## src/rtl/pulse_meter_pkg.sv

```systemverilog
// Shared constants and state encoding for the pulse period meter.
// States are plain localparams so legacy code can compare against them directly.
package pulse_meter_pkg;

  localparam int DEF_CNT_WIDTH = 26;
  localparam int DEF_TIMEOUT   = 5000000;

  localparam logic [0:0] ST_IDLE    = 1'b0;
  localparam logic [0:0] ST_MEASURE = 1'b1;

  typedef enum logic [0:0] {
    IDLE    = ST_IDLE,
    MEASURE = ST_MEASURE
  } state_e;

endpackage

```

## src/rtl/pulse_period_meter_sync.sv

```systemverilog
// sync_edge_detect: two-flop synchroniser plus history flop, producing
// single-cycle rise/fall strobes. Reusable for button inputs.
module sync_edge_detect (
  input  logic clk,
  input  logic rst,
  input  logic din,
  output logic rise,
  output logic fall
);
  logic [2:0] s_q, s_d;

  always_comb begin
    s_d = {s_q[1:0], din};
  end

  always_ff @(posedge clk) begin
    if (rst) s_q <= '0;
    else     s_q <= s_d;
  end

  assign rise = s_q[1] & ~s_q[2];
  assign fall = ~s_q[1] & s_q[2];
endmodule

```

## src/rtl/pulse_period_meter.sv

```systemverilog
// Measures period and high time of a slow square wave in system clock cycles,
// with a strobe per completed cycle and a loss-of-signal timeout.
module pulse_period_meter
  import pulse_meter_pkg::*;
#(
  parameter int CNT_WIDTH = DEF_CNT_WIDTH,
  parameter int TIMEOUT   = DEF_TIMEOUT
) (
  input  logic                 i_CLK,
  input  logic                 i_RST,
  input  logic                 i_SIG,
  output logic [CNT_WIDTH-1:0] o_PERIOD,
  output logic [CNT_WIDTH-1:0] o_HIGH,
  output logic                 o_VALID,
  output logic                 o_LOCKED,
  output logic                 o_TIMEOUT
);
  localparam logic [CNT_WIDTH-1:0] CNT_MAX = '1;
  localparam logic [CNT_WIDTH-1:0] TO_VAL  = CNT_WIDTH'(TIMEOUT);
  localparam logic [CNT_WIDTH-1:0] CNT_ONE = CNT_WIDTH'(1);

  logic rise, fall;

  logic [0:0]           state_q, state_d;
  logic [CNT_WIDTH-1:0] cnt_q, cnt_d;
  logic [CNT_WIDTH-1:0] hi_lat_q, hi_lat_d;
  logic [CNT_WIDTH-1:0] period_q, period_d;
  logic [CNT_WIDTH-1:0] high_q, high_d;
  logic                 valid_q, valid_d;
  logic                 locked_q, locked_d;
  logic                 timeout_q, timeout_d;

  sync_edge_detect u_sync (
    .clk  (i_CLK),
    .rst  (i_RST),
    .din  (i_SIG),
    .rise (rise),
    .fall (fall)
  );

  always_comb begin
    state_d   = state_q;
    hi_lat_d  = hi_lat_q;
    period_d  = period_q;
    high_d    = high_q;
    valid_d   = 1'b0;
    locked_d  = locked_q;
    timeout_d = 1'b0;

    if (rise)                 cnt_d = CNT_ONE;
    else if (cnt_q == CNT_MAX) cnt_d = cnt_q;
    else                      cnt_d = cnt_q + CNT_ONE;

    case (state_q)
      ST_IDLE: begin
        if (rise) state_d = ST_MEASURE;
      end
      default: begin
        if (fall) hi_lat_d = cnt_q;
        // A rise on the timeout cycle wins: it is a valid period of exactly TIMEOUT.
        if (rise) begin
          period_d = cnt_q;
          high_d   = hi_lat_q;
          valid_d  = 1'b1;
          locked_d = 1'b1;
        end else if (cnt_q == TO_VAL) begin
          state_d   = ST_IDLE;
          timeout_d = 1'b1;
          locked_d  = 1'b0;
          period_d  = '0;
          high_d    = '0;
        end
      end
    endcase
  end

  always_ff @(posedge i_CLK) begin
    if (i_RST) begin
      state_q   <= ST_IDLE;
      cnt_q     <= '0;
      hi_lat_q  <= '0;
      period_q  <= '0;
      high_q    <= '0;
      valid_q   <= 1'b0;
      locked_q  <= 1'b0;
      timeout_q <= 1'b0;
    end else begin
      state_q   <= state_d;
      cnt_q     <= cnt_d;
      hi_lat_q  <= hi_lat_d;
      period_q  <= period_d;
      high_q    <= high_d;
      valid_q   <= valid_d;
      locked_q  <= locked_d;
      timeout_q <= timeout_d;
    end
  end

  assign o_PERIOD  = period_q;
  assign o_HIGH    = high_q;
  assign o_VALID   = valid_q;
  assign o_LOCKED  = locked_q;
  assign o_TIMEOUT = timeout_q;
endmodule

```

## config.mk

```make
export PLATFORM = sky130hd
export DESIGN_NAME = pulse_period_meter
export DESIGN_NICKNAME = d
export VERILOG_FILES = /design/src/rtl/pulse_meter_pkg.sv /design/src/rtl/pulse_period_meter_sync.sv /design/src/rtl/pulse_period_meter.sv
export SDC_FILE = /design/constraint.sdc
export NUM_CORES = 1
export LEC_CHECK = 0
export CORE_AREA = 2 2 117 119
export DETAILED_ROUTE_END_ITERATION = 7
export DIE_AREA = 0 0 119 121
export GPL_ROUTABILITY_DRIVEN = 1
export MAX_ROUTING_LAYER = met4
export PLACE_DENSITY_LB_ADDON = 0.15
export SYNTH_ARGS = -nofsm -noshare
export SYNTH_HDL_FRONTEND = slang
export SYNTH_HIERARCHICAL = 1
export SYNTH_SLANG_ARGS = --single-unit
export TNS_END_PERCENT = 20
```

## constraint.sdc

```tcl
create_clock -name i_CLK -period 2.18 [get_ports i_CLK]
set_input_delay 0.436 -clock i_CLK [delete_from_list [all_inputs] [get_ports i_CLK]]
set_output_delay 0.436 -clock i_CLK [all_outputs]
set_load 0.03 [all_outputs]
```

# Word level (Yosys, flattened, before mapping)
# Index checks and enable logic that the tools add are counted.
[word_totals]
n_memories = 0
elab_cells = 37
latch_bits = 0
inputBits = 3
ram_bits = 0
rom_bits = 0
regBits = 111
[classes]
n_mux = 12
n_lt_le_gt_ge = 0
shift = 0
eq_ne = 3
n_bitwise = 5
div_mod_pow = 0
n_addsub = 1
n_reduce_logical = 6
multipliers = 0
[ops]
columns = ["operator", "count"]
rows = [
  ["$mux W26", 3],
  ["$add A26 B1 Y26 const B", 1],
  ["$eq A26 B23 Y1 const B", 1],
  ["$eq A26 B26 Y1 const B", 1],
  ["$mux W1", 9],
  ["$reduce_and A2 Y1", 2],
  ["$reduce_or A2 Y1", 2],
  ["$not A1 Y1", 3],
  ["$reduce_or A3 Y1", 1],
  ["$and A1 B1 Y1", 2],
  ["$ne A2 B2 Y1 const B", 1],
  ["$reduce_bool A2 Y1", 1],
]

# Logic depth before layout (Yosys ltp)
# Gate-level depths: netlist (run 1).
[depth]
ltp_word = 4
depth_mapped = 9
depth_no_buf = 7

# Modules after synthesis
# The synthesis (run 1) kept the hierarchy.
[by_module_without_submodules]
columns = ["mod", "cells_each", "n_inst", "area_per_inst_um2"]
rows = [
  ["pulse_period_meter", 539, 1, 4381.7],
  ["sync_edge_detect", 8, 1, 91.3],
]

# Least setup slack after synthesis (run 1)
# OpenSTA, ideal clock, no wires.
[synth_timing]
path_kind = "register to register"
startpoint = "register cnt_q[0]"
endpoint = "register high_q[10], in the netlist o_HIGH[10]"
arrival_time_ns = 1.732
setup_slack_ns = 0.316
t_required_ns = 2.048
setup_ns = 0.132
stages_incl_launch_ff = 10
cell_sequence = "dfxtp_1 -> clkbuf_2 -> inv_1 -> ha_1 -> or4b_4 -> nor3_4 -> a21oi_4 -> buf_6 -> o21ai_1 -> a21oi_1"
[synth_between]
elab_chain_len = 3
[synth_rtl]
columns = ["item", "line_no", "source"]
rows = [
  ["from (decl)", "pulse_period_meter.sv:25", "logic [CNT_WIDTH-1:0] cnt_q, cnt_d;"],
  ["from (signal assigned)", "pulse_period_meter.sv:89", "cnt_q <= cnt_d;"],
  ["$eq A26 B23 Y1", "pulse_period_meter.sv:66", "end else if (cnt_q == TO_VAL) begin"],
  ["$reduce_bool A2 Y1 (no line)", "--", ""],
  ["$reduce_and A2 Y1 (no line)", "--", ""],
  ["to (signal assigned)", "pulse_period_meter.sv:92", "high_q <= high_d;"],
  ["to (decl)", "pulse_period_meter.sv:28", "logic [CNT_WIDTH-1:0] high_q, high_d;"],
]
# Every way passes these cells.
# A chain may end at the register's enable or synchronous reset.

# Worst setup path after layout (run 1)
[layout_timing]
startpoint = "register cnt_q[0]"
endpoint = "register cnt_q[10]"
[layout_between]
elab_chain_len = 1
word_cells_on_any_way = 2
[layout_rtl]
columns = ["item", "line_no"]
rows = [
  ["$add A26 B1 Y26 or $eq A26 B26 Y1 (tied branches)", "pulse_period_meter.sv:52, pulse_period_meter.sv:51"],
]
# Parallel ways exist; a longest one is shown, timed or not.

==> impl_metrics.json, run 1 <==
{
  "status": "completed",
  "worstReg2RegEnd": "cnt_q[10]",
  "postCtsSetupRepairBufs": 0,
  "syn_avg_cell_area_sq_um": 8.18,
  "path_max_fanout": 7,
  "hold_violations": 0,
  "cp-startpoint": "cnt_q[0]",
  "ys_seq_elements": 111,
  "cts_hold_buf": 0,
  "syn_inst": 547,
  "max_freq_ghz": 0.499,
  "cts_buffer_depth": 2,
  "dr_wl_met3_microns": 575,
  "nets": 594,
  "power_density_mw_per_mm2": 690,
  "worstPathArrival_ns": 2.25,
  "track_usage_pct": 17.6,
  "grt-ovfl-total": 0,
  "clock_latency_ns": 0.35,
  "ff_latch_area_sq_mm": 0.00222,
  "top_layer": "met4",
  "dr.pass1.iters": 4,
  "mostFrequentLayoutCells": "115 x nand2_1, 111 x dfxtp_1, 95 x a21oi_1",
  "grt_pass1_wl_microns": 19600,
  "root_buffer": "clkbuf_16",
  "slowest_stage": "or2_2",
  "start_util_pct": 34.2,
  "placedCellCount": 754,
  "cp-end-kind": "register",
  "nFillCells": 1327,
  "crit_end": "cnt_q[10]",
  "critPathBufInv": 1,
  "slowest_delay_ns": 0.36,
  "p_leak_uw": 0.00174,
  "dr_total_vias": 3885,
  "htree_levels": 3,
  "r2r_cells": 7,
  "routedWlPerCell_microns": 15.4,
  "layout.cells.non_filler": 769,
  "cp_top_family": "compound AO/OA/AOI/OAI gates",
  "critical_path_class": "register to register",
  "row_count": 42,
  "ctsResizeCount": 0,
  "synth_top_area_share_pct": 49.7,
  "r2r_start": "cnt_q[0]",
  "port_buffers": 57,
  "coreArea_sq_mm": 0.0131,
  "tritoncts": "done",
  "rsz0062_at_grt": "no",
  "synth_nets": 552,
  "maxCapViolCount": 0,
  "synth_edf_count": 0,
  "synth_area_sq_mm": 0.00447,
  "setup_viol": 0,
  "worst_pin_slew_ns": 0.856,
  "min_path_type": "input pin to register",
  "final_common_cell": "nand2_1",
  "met2WireLength_microns": 5400,
  "min_period_ns": 2.00,
  "dieWidth_microns": 119,
  "drtIter0Drc": 265,
  "setup-tns-final_ns": 0,
  "synth.area.top_cells": "dfxtp_1 50%, a21oi_1 11%, nand2_1 9.7%",
  "via_per_inst": 5.05,
  "first_global_vias": 3807,
  "synthFlopType": "dfxtp_1",
  "antenna_found_initial": 0,
  "clk_pin_slew_ns": 0.07,
  "synth_top_area_cell": "dfxtp_1",
  "num_antenna_cells": 0,
  "worst_setup_path_start_kind": "register",
  "yosysUniqueCellTypes": 41,
  "cp_common_cell": "a21oi_1",
  "drive_above_1_share_pct": 7.25,
  "clock-sinks": 111,
  "rrSetupSlack_ns": 0.18,
  "max-vdd-ir-drop_mv": 0.361,
  "power_uw": 3770,
  "async_reset_ff_share_pct": 0,
  "ant_nets": 0,
  "slew_headroom_pct": 42.8,
  "ios": 58,
  "worst-path-stages": 7,
  "dp_hpwl_microns": 8160,
  "die_area_sq_mm": 0.0144,
  "syn_to_final_growth_pct": 22.2,
  "worstPathRequired_ns": 2.43,
  "routed_wl_microns": 11800,
  "grt_max_degree": 67,
  "period_share_pct": 91.9,
  "die_h_microns": 121,
  "met1_length_microns": 5700,
  "multiInputGateArea_sq_mm": 0.00200,
  "drcViolationCount": 0,
  "clock-skew-final_ns": 0.0113,
  "crit_chain": "buf_4, ha_1, nand3_1, or2_2, a21oi_1, a21oi_1, a31o_2",
  "maxSlewViolCount": 0,
  "ys_seq_area_share_pct": 49.7,
  "yosys_warnings": 6,
  "place_congestion": 0.828,
  "fin_util_pct": 41.8,
  "numCtsBuffers": 9
}
-- report_power, final --
part,switching (uW),internal (uW)
Clock,712,889
Combinational,93.1,34.7
Sequential,7.90,2030
-- metal layers --
layer / global-route usage (%) / up-vias
met1: 23.8 / 1823
li1: - / 1949
met4: 6.77 / 0
met2: 26.7 / 103
met3: 2.77 / 10
met5: - / -
-- final cells by class --
| class | instances | area share (%) |
|---|---|---|
| timing repair buffer | 77 | 13.3 |
| clock buffer | 14 | 4.46 |
| sequential | 111 | 40.6 |
| inverter | 5 | 0.343 |
| clock inverter | 1 | 0.549 |
| multi-input combinational | 385 | 36.7 |
| tap | 176 | 4.03 |
-- logic make-up (layout without fill, tap and decap cells) --
| family | after synthesis | count (layout) | synth area share (%) |
|---|---|---|---|
| multiplexers | 1 | 1 | 0.224 |
| buffers and inverters | 51 | 97 | 5.68 |
| adder cells (fa/ha/maj) | 2 | 2 | 0.559 |
| XOR/XNOR | 18 | 18 | 3.52 |
| AND/OR/NAND/NOR | 207 | 207 | 22.0 |
| AO/OA/AOI/OAI | 157 | 157 | 18.4 |
| flip-flops | 111 | 111 | 49.7 |
-- state kept, by name, summed over array words and instances, names as in the netlist --
signal      count
u_sync/s_q      3
o_TIMEOUT       1
state_q         1
cnt_q          26
o_VALID         1
o_LOCKED        1
hi_lat_q       26
o_PERIOD       26
o_HIGH         26
-- how the worst min path moves through the flow --
stage / cells after the start / slack [ns] / from / endpoint
after detailed placement: 1 / 0.43 / u_sync/s_q[0] / u_sync/s_q[1]
after global placement: 1 / 0.42 / u_sync/s_q[0] / u_sync/s_q[1]
final: 3 / 0.44 / i_RST / state_q
after floorplan: 1 / 0.41 / u_sync/s_q[0] / u_sync/s_q[1]
after CTS: 3 / 0.43 / i_RST / state_q
after global routing: 3 / 0.46 / i_RST / state_q
-- metrics by stage --
| stage | area, sq um | setup WS, ns | hold slack [ns] |
|---|---|---|---|
| 3_3_place_gp | 5190 | 0.170 | 0.422 |
| 4_1_cts | 5470 | 0.169 | 0.432 |
| 5_1_grt | 5470 | 0.0364 | 0.461 |
| 3_5_place_dp | 5190 | 0.178 | 0.427 |
| 2_1_floorplan | 4470 | 0.316 | 0.414 |
| 6_report | 5470 | 0.176 | 0.442 |
-- synthesized netlist by cell type (3+ instances only) --
library cell and n:
a21oi_1 95, and2_1 7, and3_1 3, and4_1 5
buf_2 11, buf_6 6, clkbuf_1 26, clkbuf_2 3
dfxtp_1 111, inv_1 4, nand2_1 115, nand3_1 12
nand4_1 11, nor2_1 25, nor2b_1 5, nor3_1 5
nor4b_1 4, o21ai_0 6, o21ai_1 48, or3_1 3
xnor2_1 14, xor2_1 4
-- worst min-delay path, stage by stage --
cell and delay, ns:
buf_2 0.10, inv_1 0.06, and2_1 0.14
No activity file was read; power rests on OpenSTA's default activity.
==> run 2, diff against run 1 <==
--- a/config.mk
+++ b/config.mk
@@ -5,9 +5,9 @@
 export SDC_FILE = /design/constraint.sdc
 export NUM_CORES = 1
 export LEC_CHECK = 0
-export CORE_AREA = 2 2 117 119
+export CORE_AREA = 2 2 130 107
 export DETAILED_ROUTE_END_ITERATION = 7
-export DIE_AREA = 0 0 119 121
+export DIE_AREA = 0 0 132 109
 export GPL_ROUTABILITY_DRIVEN = 1
 export MAX_ROUTING_LAYER = met4
 export PLACE_DENSITY_LB_ADDON = 0.15
==> impl_metrics.json, run 2 (synthesized netlist as in run 1, its figures left out) <==
{
  "status": "completed",
  "die_area_sq_mm": 0.0144,
  "root_buffer": "clkbuf_16",
  "mostFrequentLayoutCells": "115 x nand2_1, 111 x dfxtp_1, 95 x a21oi_1",
  "ctsResizeCount": 0,
  "path_max_fanout": 16,
  "coreArea_sq_mm": 0.0132,
  "clk_pin_slew_ns": 0.07,
  "routed_wl_microns": 12000,
  "grt_max_degree": 58,
  "period_share_pct": 92.1,
  "dr_total_vias": 3916,
  "antenna_found_initial": 0,
  "num_antenna_cells": 0,
  "slowest_stage": "or4b_4",
  "grt-ovfl-total": 0,
  "setup_viol": 0,
  "die_h_microns": 109,
  "tritoncts": "done",
  "grt_pass1_wl_microns": 19800,
  "worstPathRequired_ns": 2.39,
  "routedWlPerCell_microns": 15.3,
  "cts_buffer_depth": 2,
  "critical_path_class": "register to register",
  "setup-tns-final_ns": 0,
  "postCtsSetupRepairBufs": 0,
  "drcViolationCount": 0,
  "via_per_inst": 4.97,
  "rsz0062_at_grt": "no",
  "max-vdd-ir-drop_mv": 0.352,
  "slowest_delay_ns": 0.47,
  "cts_hold_buf": 0,
  "max_freq_ghz": 0.498,
  "port_buffers": 57,
  "power_density_mw_per_mm2": 705,
  "critPathBufInv": 2,
  "dr.pass1.iters": 5,
  "numCtsBuffers": 9,
  "clock_latency_ns": 0.35,
  "p_leak_uw": 0.00185,
  "nets": 608,
  "ant_nets": 0,
  "fin_util_pct": 42.8,
  "track_usage_pct": 18.0,
  "start_util_pct": 34.0,
  "row_count": 38,
  "cp_top_family": "simple AND/OR/NAND/NOR gates",
  "min_path_type": "input pin to register",
  "first_global_vias": 3807,
  "syn_to_final_growth_pct": 26.1,
  "placedCellCount": 772,
  "crit_chain": "inv_1, ha_1, or4b_4, nor3_4, a21oi_4, buf_4, o21ai_1, a21oi_1",
  "drive_above_1_share_pct": 10.4,
  "htree_levels": 3,
  "worst_setup_path_start_kind": "register",
  "final_common_cell": "nand2_1",
  "layout.cells.non_filler": 788,
  "maxCapViolCount": 0,
  "worst_pin_slew_ns": 0.884,
  "ios": 58,
  "place_congestion": 0.881,
  "design_area_sq_mm": 0.00564,
  "drtIter0Drc": 262,
  "nFillCells": 1354,
  "cp-end-kind": "register",
  "maxSlewViolCount": 0,
  "min_period_ns": 2.01,
  "slew_headroom_pct": 40.9,
  "setup_ws_ns": 0.173,
  "clock-sinks": 111,
  "dieWidth_microns": 132,
  "hold_violations": 0,
  "pre_cts_ws_ns": 0.181,
  "worstPathArrival_ns": 2.22,
  "clock-skew-final_ns": 0.00799,
  "placed_area_sq_mm": 0.00532,
  "dp_hpwl_microns": 8490
}
[run 2: cell types whose count changed in the layout (fill, tap and decap cells not counted)]
cell	change
buf_12	+1
buf_4	+13
clkbuf_1	-5
clkinv_2	+1
inv_6	+3
clkinv_4	+1
bufinv_16	+1
[run 2: per-stage QoR]
| stage | power (uW) | hold slack, ns |
|---|---|---|
| 2_1_floorplan | 2180 | 0.414 |
| 4_1_cts | 4020 | 0.388 |
| 3_5_place_dp | 2220 | 0.429 |
| 5_1_grt | 4110 | 0.430 |
| 6_report | 3980 | 0.406 |
| 3_3_place_gp | 2220 | 0.440 |
[run 2: per-layer routing]
| metal | vias up | part of all wire (%) | GRT usage (%) |
|---|---|---|---|
| met5 | - | 0 | - |
| met4 | 0 | 0.54 | 4.43 |
| met3 | 8 | 4.7 | 4.46 |
| met2 | 103 | 42 | 26.3 |
| met1 | 1833 | 52 | 24.8 |
| li1 | 1972 | - | - |
[run 2: worst reg2reg max path, cell delays in order (launching register included)]
cell and delay, ns:
dfxtp_1 0.35, inv_1 0.07, ha_1 0.13, or4b_4 0.47
nor3_4 0.23, a21oi_4 0.19, buf_4 0.23, o21ai_1 0.13
a21oi_1 0.08
[run 2: report_power, final]
group	switching, uW	total, uW	internal [uW]
Combinational	95.2	133	38.3
Sequential	7.70	2040	2030
Clock	780	1800	1020
[run 2: final cells by class]
class                           instances  area [sq um]  area share, %
Multi-Input combinational cell        385          2000           35.5
Timing Repair Buffer                   91           846           15.0
Sequential cell                       111          2220           39.4
Clock inverter                          7           100           1.77
Inverter                                5          18.8          0.333
Tap cell                              180           225           3.99
Clock buffer                            9           225           3.99
[run 2: final timing paths]
check	slack, ns	depth (start not counted)	startpoint	to
max	0.17	8	cnt_q[0]	o_HIGH[16]
min	0.41	3	i_RST	state_q
max reg2reg	0.17	8	cnt_q[0]	o_HIGH[16]
min reg2reg	0.45	2	hi_lat_q[25]	o_HIGH[25]
==> run 3, diff against run 2 <==
--- a/config.mk
+++ b/config.mk
@@ -8,7 +8,7 @@
 export CORE_AREA = 2 2 130 107
 export DETAILED_ROUTE_END_ITERATION = 7
 export DIE_AREA = 0 0 132 109
-export GPL_ROUTABILITY_DRIVEN = 1
+export GPL_ROUTABILITY_DRIVEN = 0
 export MAX_ROUTING_LAYER = met4
 export PLACE_DENSITY_LB_ADDON = 0.15
 export SYNTH_ARGS = -nofsm -noshare
==> impl_metrics.json, run 3 (synthesized netlist as in run 1, its figures left out) <==
{
  "status": "completed",
  "final_common_cell": "nand2_1",
  "slew_headroom_pct": 42.4,
  "rrSetupSlack_ns": 0.16,
  "drcViolationCount": 0,
  "power_density_mw_per_mm2": 687,
  "cp_top_family": "simple AND/OR/NAND/NOR gates",
  "num_antenna_cells": 0,
  "path_max_fanout": 30,
  "port_buffers": 57,
  "via_per_inst": 5.03,
  "drive_above_1_share_pct": 8.53,
  "min_period_ns": 2.02,
  "clock_latency_ns": 0.35,
  "slowest_delay_ns": 0.65,
  "worstPathArrival_ns": 2.24,
  "ios": 58,
  "setup_viol": 0,
  "worstReg2RegEnd": "o_PERIOD[25]",
  "htree_levels": 3,
  "maxSlewViolCount": 0,
  "critical_path_class": "register to register",
  "clock-sinks": 111,
  "track_usage_pct": 17.8,
  "mostFrequentLayoutCells": "115 x nand2_1, 111 x dfxtp_1, 95 x a21oi_1",
  "ant_nets": 0,
  "period_share_pct": 92.5,
  "dr_total_vias": 3912,
  "cp-startpoint": "cnt_q[15]",
  "cp-end-kind": "register",
  "min_path_type": "input pin to register",
  "worst_setup_path_start_kind": "register",
  "nets": 599,
  "cts_buffer_depth": 2,
  "drtIter0Drc": 250,
  "ctsResizeCount": 0,
  "r2r_start": "cnt_q[15]",
  "worst_pin_slew_ns": 0.862,
  "numCtsBuffers": 9,
  "antenna_found_initial": 0,
  "power_uw": 3780,
  "setup-tns-final_ns": 0,
  "min_path_cells": 3,
  "pre_cts_ws_ns": 0.158,
  "max_freq_ghz": 0.496,
  "grt_max_degree": 54,
  "clk_pin_slew_ns": 0.07,
  "routedWlPerCell_microns": 15.4,
  "crit_chain": "or4b_1, nor3_4, a21oi_4, buf_4, o21ai_0, a21oi_1",
  "slowest_stage": "or4b_1",
  "root_buffer": "clkbuf_16",
  "r2r_cells": 6,
  "crit_end": "o_PERIOD[25]",
  "die_h_microns": 109,
  "min_from": "i_RST",
  "p_leak_uw": 0.00177,
  "worst-path-stages": 6,
  "clock-skew-final_ns": 0.00990,
  "syn_to_final_growth_pct": 23.0,
  "row_count": 38,
  "grt-ovfl-total": 0,
  "dp_hpwl_microns": 8310,
  "start_util_pct": 34.0,
  "max-vdd-ir-drop_mv": 0.451,
  "holdWs_ns": 0.407,
  "critPathBufInv": 1,
  "hold_violations": 0,
  "routed_wl_microns": 12000,
  "dr.pass1.iters": 4,
  "setup_ws_ns": 0.163,
  "worstPathRequired_ns": 2.40,
  "postCtsSetupRepairBufs": 0,
  "dieWidth_microns": 132,
  "rsz0062_at_grt": "no",
  "tritoncts": "done",
  "die_area_sq_mm": 0.0144,
  "grt_pass1_wl_microns": 19900,
  "first_global_vias": 3764,
  "coreArea_sq_mm": 0.0132,
  "maxCapViolCount": 0,
  "cts_hold_buf": 0
}
-- run 3: cell types whose count changed in the layout (fill, tap and decap cells not counted), moves of 2 or more --
cell / previous run / this run
buf_12: 2 / 0
buf_4: 32 / 25
clkbuf_1: 0 / 2
inv_6: 3 / 0
-- run 3: worst min-delay path: stages --
cell and delay, ns:
buf_2 0.09, inv_1 0.06, and2_1 0.13
-- run 3: per-layer routing --
metal  up-vias  GRT usage, %  wire, microns
li1       1952             -              -
met1      1863          25.3           6060
met2        93          25.7           5110
met3         4          3.77            739
met4         0          4.58             51
met5         -             -              0
-- run 3: per-stage QoR --
step           util [%]  cell area [sq um]  cells
2_1_floorplan         -               4470    547
3_3_place_gp       39.7               5220    763
3_5_place_dp       39.7               5220    763
4_1_cts            41.8               5500    778
5_1_grt            41.8               5500    778
6_report           41.8               5500    778
-- run 3: worst min-delay path by stage --
| stage | end | slack, ns |
|---|---|---|
| finish | state_q | 0.41 |
| global route | state_q | 0.42 |
| CTS | state_q | 0.40 |
| detailed placement | o_HIGH[9] | 0.45 |
| global placement | u_sync/s_q[1] | 0.44 |
| floorplan | u_sync/s_q[1] | 0.41 |
-- run 3: cell type report --
| type | instances | area (sq um) |
|---|---|---|
| clock buffer | 11 | 233 |
| fill | 1361 | 7670 |
| timing repair buffer | 82 | 753 |
| multi-input combinational | 385 | 2000 |
| sequential | 111 | 2220 |
| tap | 180 | 225 |
| clock inverter | 4 | 47.5 |
| inverter | 5 | 18.8 |
-- run 3: report_power, final --
part	total (uW)	leakage (uW)	switching (uW)	internal [uW]
registers	2040	0.000895	9.29	2030
logic	128	0.000740	92.5	35.1
clock network	1610	0.000135	728	882
